`config.mk`:
```
export PLATFORM = sky130hd
export DESIGN_NAME = stage_two_execute
export DESIGN_NICKNAME = d
export VERILOG_FILES = /design/src/rtl/stage_two_execute.sv
export SDC_FILE = /design/constraint.sdc
export NUM_CORES = 2
export LEC_CHECK = 0
export CELL_PAD_IN_SITES_DETAIL_PLACEMENT = 0
export CELL_PAD_IN_SITES_GLOBAL_PLACEMENT = 1
export CORE_ASPECT_RATIO = 1.25
export CORE_MARGIN = 3
export CORE_UTILIZATION = 50
export CTS_BUF_LIST = sky130_fd_sc_hd__clkbuf_8
export DETAILED_ROUTE_END_ITERATION = 12
export GPL_TIMING_DRIVEN = 1
export PLACE_DENSITY_LB_ADDON = 0.1
export SLEW_MARGIN = 15
export SYNTH_ARGS = -nofsm -noshare
export SYNTH_HDL_FRONTEND = slang
export SYNTH_SLANG_ARGS = --single-unit
```
`constraint.sdc`:
```
create_clock -name clk -period 64.8 [get_ports clk]
set_input_delay 12.96 -clock clk [delete_from_list [all_inputs] [get_ports clk]]
set_output_delay 12.96 -clock clk [all_outputs]
set_load 0.02 [all_outputs]
```
`src/rtl/stage_two_execute.sv`:
```
// Stage-two execute: operand forwarding, ALU (incl. signed multiply and unsigned divide) and the
// stage-2/3 pipeline register. Define ITER_DIV_EN for the IDLE/RUN/DONE restoring divider; otherwise DIV is single-cycle.

package alu_pkg;
  typedef enum logic [3:0] {
    ALU_ADD = 4'd0,
    ALU_SUB = 4'd1,
    ALU_AND = 4'd2,
    ALU_OR  = 4'd3,
    ALU_SLL = 4'd4,
    ALU_SRL = 4'd5,
    ALU_ROL = 4'd6,
    ALU_ROR = 4'd7,
    ALU_MUL = 4'd8,
    ALU_DIV = 4'd9
  } control_e;
endpackage

module stage_two_execute
  import alu_pkg::*;
#(
  parameter int WIDTH      = 16,
  parameter int DIV_CYCLES = 16
) (
  input  logic                 clk,
  input  logic                 rst,
  input  logic                 halt_sys,
  input  logic                 in_bubble,
  input  logic [WIDTH-1:0]     in_alu_a,
  input  logic [WIDTH-1:0]     in_alu_b,
  input  logic [3:0]           in_alu_ctrl,
  input  logic                 in_haz1,
  input  logic                 in_haz2,
  input  logic [WIDTH-1:0]     s3_fwd_data,
  input  logic                 in_memc,
  input  logic                 in_reg_wr,
  input  logic                 in_R0_en,
  input  logic [WIDTH-1:0]     in_R1_data,
  input  logic [15:0]          in_instr,
  output logic                 busy,
  output logic [2*WIDTH-1:0]   out_aluout,
  output logic                 out_memc,
  output logic                 out_reg_wr,
  output logic                 out_R0_en,
  output logic [WIDTH-1:0]     out_R1_data,
  output logic [15:0]          out_instr,
  output logic                 out_ovf,
  output logic                 out_div0
);

  localparam int MSB = WIDTH - 1;
  localparam int SHW = $clog2(WIDTH);
  localparam logic [SHW:0] W_LEN = (SHW + 1)'(WIDTH);

  logic [WIDTH-1:0]   w_a;
  logic [WIDTH-1:0]   w_b;
  logic [SHW-1:0]     w_shamt;
  logic [SHW:0]       w_rshamt;
  logic [WIDTH-1:0]   w_sum;
  logic [WIDTH-1:0]   w_diff;
  logic [WIDTH-1:0]   w_rol;
  logic [WIDTH-1:0]   w_ror;
  logic [2*WIDTH-1:0] w_prod;
  logic [2*WIDTH-1:0] w_div_comb;
  logic [2*WIDTH-1:0] w_result;
  logic               w_ovf;
  logic               w_div0;
  logic               w_b_zero;

  logic               w_load_nop;
  logic               w_load_div;
  logic [2*WIDTH-1:0] w_div_aluout;
  logic               w_div_memc;
  logic               w_div_reg_wr;
  logic               w_div_R0_en;
  logic [WIDTH-1:0]   w_div_R1_data;
  logic [15:0]        w_div_instr;

  assign w_a      = in_haz1 ? s3_fwd_data : in_alu_a;
  assign w_b      = in_haz2 ? s3_fwd_data : in_alu_b;
  assign w_b_zero = (w_b == '0);
  assign w_shamt  = w_b[SHW-1:0];
  // a shift by the full width yields zero, which makes the zero-amount rotate fall out naturally
  assign w_rshamt = W_LEN - {1'b0, w_shamt};
  assign w_sum    = w_a + w_b;
  assign w_diff   = w_a - w_b;
  assign w_rol    = (w_a << w_shamt) | (w_a >> w_rshamt);
  assign w_ror    = (w_a >> w_shamt) | (w_a << w_rshamt);
  assign w_prod   = $signed({{WIDTH{w_a[MSB]}}, w_a}) * $signed({{WIDTH{w_b[MSB]}}, w_b});

  always_comb begin
    w_result = '0;
    w_ovf    = 1'b0;
    w_div0   = 1'b0;
    case (in_alu_ctrl)
      ALU_ADD: begin
        w_result[WIDTH-1:0] = w_sum;
        w_ovf = (w_a[MSB] == w_b[MSB]) && (w_sum[MSB] != w_a[MSB]);
      end
      ALU_SUB: begin
        w_result[WIDTH-1:0] = w_diff;
        w_ovf = (w_a[MSB] != w_b[MSB]) && (w_diff[MSB] != w_a[MSB]);
      end
      ALU_AND: w_result[WIDTH-1:0] = w_a & w_b;
      ALU_OR:  w_result[WIDTH-1:0] = w_a | w_b;
      ALU_SLL: w_result[WIDTH-1:0] = w_a << w_shamt;
      ALU_SRL: w_result[WIDTH-1:0] = w_a >> w_shamt;
      ALU_ROL: w_result[WIDTH-1:0] = w_rol;
      ALU_ROR: w_result[WIDTH-1:0] = w_ror;
      ALU_MUL: w_result = w_prod;
      ALU_DIV: begin
        if (w_b_zero) begin
          w_result = {w_a, {WIDTH{1'b1}}};
          w_div0   = 1'b1;
        end else begin
          w_result = w_div_comb;
        end
      end
      default: w_result = '0;
    endcase
  end

`ifdef ITER_DIV_EN
  typedef enum logic [1:0] {S_IDLE, S_RUN, S_DONE} state_e;

  localparam int CW = $clog2(DIV_CYCLES);
  localparam logic [CW-1:0] CNT_LAST = CW'(DIV_CYCLES - 1);

  state_e           r_state;
  state_e           w_state_next;
  logic [CW-1:0]    r_count;
  logic [WIDTH-1:0] r_rem;
  logic [WIDTH-1:0] r_quo;
  logic [WIDTH-1:0] r_dvsr;
  logic             r_memc_l;
  logic             r_reg_wr_l;
  logic             r_R0_en_l;
  logic [WIDTH-1:0] r_R1_data_l;
  logic [15:0]      r_instr_l;
  logic             w_start;
  logic             w_div_start;
  logic             w_div_step;
  logic [WIDTH:0]   w_shift;
  logic             w_fit;
  logic [WIDTH-1:0] w_sub;

  assign w_div_comb = '0;
  assign w_start    = (in_alu_ctrl == ALU_DIV) && !w_b_zero && !in_bubble;

  always_ff @(posedge clk) begin
    if (rst) begin
      r_state <= S_IDLE;
    end else if (!halt_sys) begin
      r_state <= w_state_next;
    end
  end

  always_comb begin
    w_state_next = r_state;
    busy         = 1'b0;
    w_div_start  = 1'b0;
    w_div_step   = 1'b0;
    w_load_nop   = in_bubble;
    w_load_div   = 1'b0;
    case (r_state)
      S_IDLE: begin
        if (w_start) begin
          busy         = 1'b1;
          w_load_nop   = 1'b1;
          w_div_start  = 1'b1;
          w_state_next = S_RUN;
        end
      end
      S_RUN: begin
        busy       = 1'b1;
        w_load_nop = 1'b1;
        w_div_step = 1'b1;
        if (r_count == CNT_LAST) begin
          w_state_next = S_DONE;
        end
      end
      S_DONE: begin
        // the divide result must not be dropped, so DONE takes priority over a bubble
        w_load_nop   = 1'b0;
        w_load_div   = 1'b1;
        w_state_next = S_IDLE;
      end
      default: w_state_next = S_IDLE;
    endcase
    if (rst) begin
      busy = 1'b0;
    end
  end

  // restoring step: shift next dividend bit into the remainder, subtract divisor if it fits
  assign w_shift = {r_rem, r_quo[MSB]};
  assign w_fit   = (w_shift >= {1'b0, r_dvsr});
  assign w_sub   = w_shift[WIDTH-1:0] - r_dvsr;

  always_ff @(posedge clk) begin
    if (rst) begin
      r_count     <= '0;
      r_rem       <= '0;
      r_quo       <= '0;
      r_dvsr      <= '0;
      r_memc_l    <= 1'b0;
      r_reg_wr_l  <= 1'b0;
      r_R0_en_l   <= 1'b0;
      r_R1_data_l <= '0;
      r_instr_l   <= '0;
    end else if (!halt_sys) begin
      if (w_div_start) begin
        r_count     <= '0;
        r_rem       <= '0;
        r_quo       <= w_a;
        r_dvsr      <= w_b;
        r_memc_l    <= in_memc;
        r_reg_wr_l  <= in_reg_wr;
        r_R0_en_l   <= in_R0_en;
        r_R1_data_l <= in_R1_data;
        r_instr_l   <= in_instr;
      end else if (w_div_step) begin
        r_rem   <= w_fit ? w_sub : w_shift[WIDTH-1:0];
        r_quo   <= {r_quo[WIDTH-2:0], w_fit};
        r_count <= r_count + 1'b1;
      end
    end
  end

  assign w_div_aluout  = {r_rem, r_quo};
  assign w_div_memc    = r_memc_l;
  assign w_div_reg_wr  = r_reg_wr_l;
  assign w_div_R0_en   = r_R0_en_l;
  assign w_div_R1_data = r_R1_data_l;
  assign w_div_instr   = r_instr_l;
`else
  logic [WIDTH-1:0] w_quo_c;
  logic [WIDTH-1:0] w_rem_c;

  assign w_quo_c       = w_a / w_b;
  assign w_rem_c       = w_a % w_b;
  assign w_div_comb    = {w_rem_c, w_quo_c};
  assign busy          = 1'b0;
  assign w_load_nop    = in_bubble;
  assign w_load_div    = 1'b0;
  assign w_div_aluout  = '0;
  assign w_div_memc    = 1'b0;
  assign w_div_reg_wr  = 1'b0;
  assign w_div_R0_en   = 1'b0;
  assign w_div_R1_data = '0;
  assign w_div_instr   = '0;
`endif

  always_ff @(posedge clk) begin
    if (rst) begin
      out_aluout  <= '0;
      out_memc    <= 1'b0;
      out_reg_wr  <= 1'b0;
      out_R0_en   <= 1'b0;
      out_R1_data <= '0;
      out_instr   <= '0;
      out_ovf     <= 1'b0;
      out_div0    <= 1'b0;
    end else if (!halt_sys) begin
      if (w_load_div) begin
        out_aluout  <= w_div_aluout;
        out_memc    <= w_div_memc;
        out_reg_wr  <= w_div_reg_wr;
        out_R0_en   <= w_div_R0_en;
        out_R1_data <= w_div_R1_data;
        out_instr   <= w_div_instr;
        out_ovf     <= 1'b0;
        out_div0    <= 1'b0;
      end else if (w_load_nop) begin
        out_aluout  <= '0;
        out_memc    <= 1'b0;
        out_reg_wr  <= 1'b0;
        out_R0_en   <= 1'b0;
        out_R1_data <= '0;
        out_instr   <= '0;
        out_ovf     <= 1'b0;
        out_div0    <= 1'b0;
      end else begin
        out_aluout  <= w_result;
        out_memc    <= in_memc;
        out_reg_wr  <= in_reg_wr;
        out_R0_en   <= in_R0_en;
        out_R1_data <= in_R1_data;
        out_instr   <= in_instr;
        out_ovf     <= w_ovf;
        out_div0    <= w_div0;
      end
    end
  end

endmodule

```
# Word level (Yosys, flattened, before mapping)
# Index checks and enable logic that the tools add are counted.
# totals
out_inout_bits	70
word_cells	55
regBits	69
# op_classes
bitwise_logic	4
muxes	16
n_reduce_logical	4
div	2
n_mul	1
shift	4
eq_ne	13
n_addsub	3
# ops
cell	count
one-hot mux 16 bit (10 select lines)	1
two-way mux 16 bit	4
two-way mux 32 bit	2
bitwise OR 16 bit	3
multiplier 16 x 16 -> 32 bit	1
one-hot mux 16 bit (2 select lines)	1
adder 16 bit	1
bitwise AND 16 bit	1
divider 16 x 16 -> 16 bit	1
equality test 4 x 3 -> 1 bit (second input constant)	4
zero test 16 bit	1
remainder unit 16 x 16 -> 16 bit	1
left shift 16 x 4 -> 16 bit	1
left shift 16 x 5 -> 16 bit	1
>> shifter 16 x 4 -> 16 bit	1
>> shifter 16 x 5 -> 16 bit	1
subtractor 16 bit	1
equality test 4 x 2 -> 1 bit (second input constant)	2
equality test 4 bit (second input constant)	2
two-way mux 1 bit	7
subtractor 5 x 4 -> 5 bit (first input constant)	1
equality test 4 x 1 -> 1 bit (second input constant)	1
zero test 4 bit	1
!= test 1 bit	3
3 further kinds	4

# Logic depth before layout (Yosys ltp)
# depth
word_depth	6
ltp_mapped	145

# Worst setup path before layout
# No wires, ideal clock.
# synth_path
path_type	in2reg
from	input port in_haz2
to	register out_aluout[31]
n_path_buf	20
required_time_ps	64678
slack_ps	21535
path_stages	131
arrival_time_ps	43143
setup_time_ps	122
cell_sequence	buf_6 buf_2 mux2i_1 clkbuf_1 clkbuf_1 clkbuf_1 buf_1 ha_1 clkbuf_1 o22a_1 and2_1 nor2_1 a21oi_1 ha_1 o21ai_0 a22oi_2 nand2_1 mux2_2 [95 not listed] a21oi_1 a21oi_1 o311ai_0 a21oi_1 a41oi_1 clkbuf_1 a21bo_2 ha_1 a2111oi_0 o21ai_0 a31oi_1 a21oi_1 o41a_1 clkbuf_1 nor2_1 nand2_1 o311a_1 a221o_1
# synth_via
elab_chain_len	5
word_cells_on_any_way	7
classes_between	1 x mul; 1 x div; 4 x mux; 1 x reduce/logical
# synth_lines
item	line	rtl
start, declared	33	input logic in_haz2,
two-way mux 16 bit (*)	80	assign w_b = in_haz2 ? s3_fwd_data : in_alu_b;
remainder unit 16 x 16 -> 16 bit or zero test 16 bit (tied branches)	241, 81	
two-way mux 32 bit	112	if (w_b_zero) begin
one-hot mux 16 bit (2 select lines) (*)	95	case (in_alu_ctrl)
two-way mux 32 bit (*)	274	end else if (w_load_nop) begin
end signal, assigned	266	out_aluout <= w_div_aluout;
end signal, assigned	284	out_aluout <= w_result;
end, declared	41	output logic [2*WIDTH-1:0] out_aluout,
# Every way passes the cells marked *; elsewhere a longest branch is shown, timed or not.
# A chain may end at the register's enable or synchronous reset.

# Worst setup path in the final report
# Ends and elaborated chain as after synthesis.

==> impl_metrics.ini <==
[clock_network]
insertion_delay_ns = 0.41
path_clk_slew_ns = 0.09
cts_resized = 0
cts.htree.levels = 3
cts_tree = built
cts.sinks = 69
post_cts_buffers = 0
cts_root_buffer = clkbuf_8
ctsHoldBuffers = 0
clock_path_buffers = 2
numCtsBuffers = 9

[yosys]
synth.avg_cell_area_sq_um = 7.67
yosysUniqueCellTypes = 96
synth.net_count = 3781
synth_edf_count = 0
synth-seq-area-share_pct = 5.71
synthFlopType = dfxtp_1
syn_area_sq_um = 24200
synthArstFlopShare_pct = 0
yosysWarnings = 0
postSynthRegisterBits = 69
syn_inst = 3151

[setup_path]
r2r_slack_ns = 62.99
critPathRequiredTime_ns = 65.11
end_kind = flip-flop
crit_slowest_cell = a31oi_1
start_kind = input port
worstSetupStartpoint = in_haz2
timing.rr.end = out_aluout[15]
cpMostUsedCell = ha_1
crit_end = out_aluout[31]
worstRegToRegCells = 6
regToRegStartpoint = out_aluout[15]
critical_path_class = in2reg
crit_arrival_ns = 47.28
path_max_fanout = 32
slowest_delay_ns = 0.83

[place]
postPlaceCellArea_sq_um = 26700
placed_cells = 3874
portBuffers = 161
dp_hpwl_um = 79000
gp_routability_congestion = 1.04

[cells_and_area]
final_area_sq_um = 26900
area_delta_synth_final_pct = 11.1
fin_cells = 3890
post-route-util_pct = 56.5
antenna_cells_inserted = 0
nNetsFinal = 3878
drive_above_1_share_pct = 5.90

[run]
drv_cap = 0

[grt]
grt_pass1_vias = 25400
grtUsageMet2_pct = 63.9
antenna_found_initial = 0
grt_util_met1_pct = 46.5
overflow = 0
use_met3_pct = 8.18
track_usage_pct = 39.1
grt_pass1_wl_um = 153000
busiest_layer = met2
grt_max_degree = 66

[drt]
drc = 0
routed_wl_um = 101000
drt_iter0_drc = 2243
wl_per_cell_um = 26.0
vias_per_cell = 6.48
vias = 25200
drt-pass1-iter-count = 8
ant_nets = 0

[timing]
skew_ns = 0
max_slew_margin_pct = 11.4
setup_viol = 0
max_freq_mhz = 21.3
tightest_slew_ns = 1.32
maxSlewViolCount = 0
hold_viol = 0
rsz0062_at_grt = no
post-route-period-util_pct = 72.5
fin_crit_ns = 46.96
setup_tns_ns = 0

[die]
pin_count = 163
die_w_um = 203
initial_core_util_pct = 50.8
die-area_sq_um = 51000
die_h_um = 252
core_area_sq_um = 47500
rows = 89

[min_path]
min_path_type = reg2reg
holdCritStartpoint = out_aluout[8]

[status]
status = finished, final reports clean
logic make-up after synthesis:
kind of cell	count (synthesis)	share of synthesized area, %
other	1	0.0155
multiplexers	108	4.77
AO/OA/AOI/OAI	837	23.1
XOR/XNOR	133	4.82
flip-flops	69	5.71
buffers and inverters	502	7.93
AND/OR/NAND/NOR	964	17.6
adder cells (fa/ha/maj)	537	36.0
final cells by class:
| type | count | area (sq um) |
|---|---|---|
| fillers | 4555 | 20700 |
| repair buffers | 231 | 2120 |
| flip-flops and latches | 69 | 1380 |
| multi-input cells | 2580 | 21000 |
| clock inverters | 7 | 83.8 |
| inverters | 357 | 1340 |
| well taps | 637 | 797 |
| clock buffers | 9 | 124 |
cell usage after synthesis, types with 16 or more instances:
| library cell | count | share of area (%) |
|---|---|---|
| nand2_1 | 361 | 5.6 |
| inv_1 | 351 | 5.5 |
| nor2_1 | 327 | 5.1 |
| ha_1 | 272 | 14 |
| fa_1 | 265 | 22 |
| a21oi_1 | 199 | 4.1 |
| o21ai_0 | 151 | 3.1 |
| clkbuf_1 | 114 | 1.8 |
| xnor2_1 | 80 | 2.9 |
| mux2i_1 | 73 | 3.0 |
| dfxtp_1 | 69 | 5.7 |
| a21o_1 | 59 | 1.8 |
| nor3_1 | 54 | 1.1 |
| xor2_1 | 53 | 1.9 |
| a22oi_1 | 52 | 1.6 |
| nand3_1 | 49 | 1.0 |
| a31oi_1 | 44 | 1.1 |
| o21a_1 | 44 | 1.4 |
| o211ai_1 | 40 | 1.2 |
| mux2_2 | 31 | 1.4 |
| a211oi_1 | 27 | 0.84 |
| o22ai_1 | 27 | 0.70 |
| nand2b_1 | 23 | 0.60 |
| a221oi_1 | 22 | 0.80 |
| buf_1 | 19 | 0.30 |
| nor2b_1 | 19 | 0.49 |
| and2_1 | 18 | 0.47 |
| o21bai_1 | 18 | 0.56 |
| or2_2 | 18 | 0.47 |
| nand4_1 | 16 | 0.41 |
| or3_1 | 16 | 0.41 |
per-stage QoR:
step                hold WS, ns  setup WS, ns
global placement          0.454         18.90
finish                    0.472         17.84
floorplan                 0.540         21.54
CTS                       0.469         18.30
global route              0.482         15.32
detailed placement        0.457         17.98
state kept, by name (all words and copies together) (netlist names):
name,cells
out_memc,1
out_div0,1
out_aluout,32
out_instr,16
out_reg_wr,1
out_R1_data,16
out_R0_en,1
out_ovf,1
how the worst min path moves through the flow:
stage	end	depth (start not counted)
after detailed placement	out_aluout[3]	2
after CTS	out_aluout[3]	2
after floorplan	out_aluout[18]	2
after global placement	out_aluout[1]	2
final	out_aluout[8]	2
after global routing	out_aluout[3]	2
layer usage:
layer  vias to the layer above  share of wire (%)
li1                      11100                  -
met5                         -                  0
met1                     12300                 37
met4                         0                8.5
met3                       427                9.2
met2                      1410                 46
worst max-delay path, delay by kind of cell:
kind,cells,cell delay (ns)
compound gates,57,17.63
fa+ha+maj,15,5.12
buf+inv,6,1.69
mux,8,2.83
simple gates,30,6.93
layout by cell type, fill, tap and decap left out, drive strengths merged, types with 11 or more instances in the layout:
master / n
inv: 356
nor2: 327
ha: 272
mux2i: 75
dfxtp: 69
a21o: 59
o21a: 44
nand3: 50
o21bai: 18
a221oi: 23
o211ai: 40
a31oi: 44
and2: 18
clkdlybuf4s50: 158
a21oi: 200
xor2: 53
a21boi: 12
nor2b: 19
o221ai: 12
nand4: 16
buf: 73
nand2b: 23
o21ai: 155
a22oi: 53
nor3: 54
or2: 20
nor3b: 11
xnor2: 80
or3: 17
fa: 265
a211oi: 28
o31ai: 13
nand2: 361
mux2: 31
and3: 14
o22ai: 27
Power is left out: the tool's default activity adds up to more than one toggle a clock period on the data nets, which glitch-free logic cannot reach.
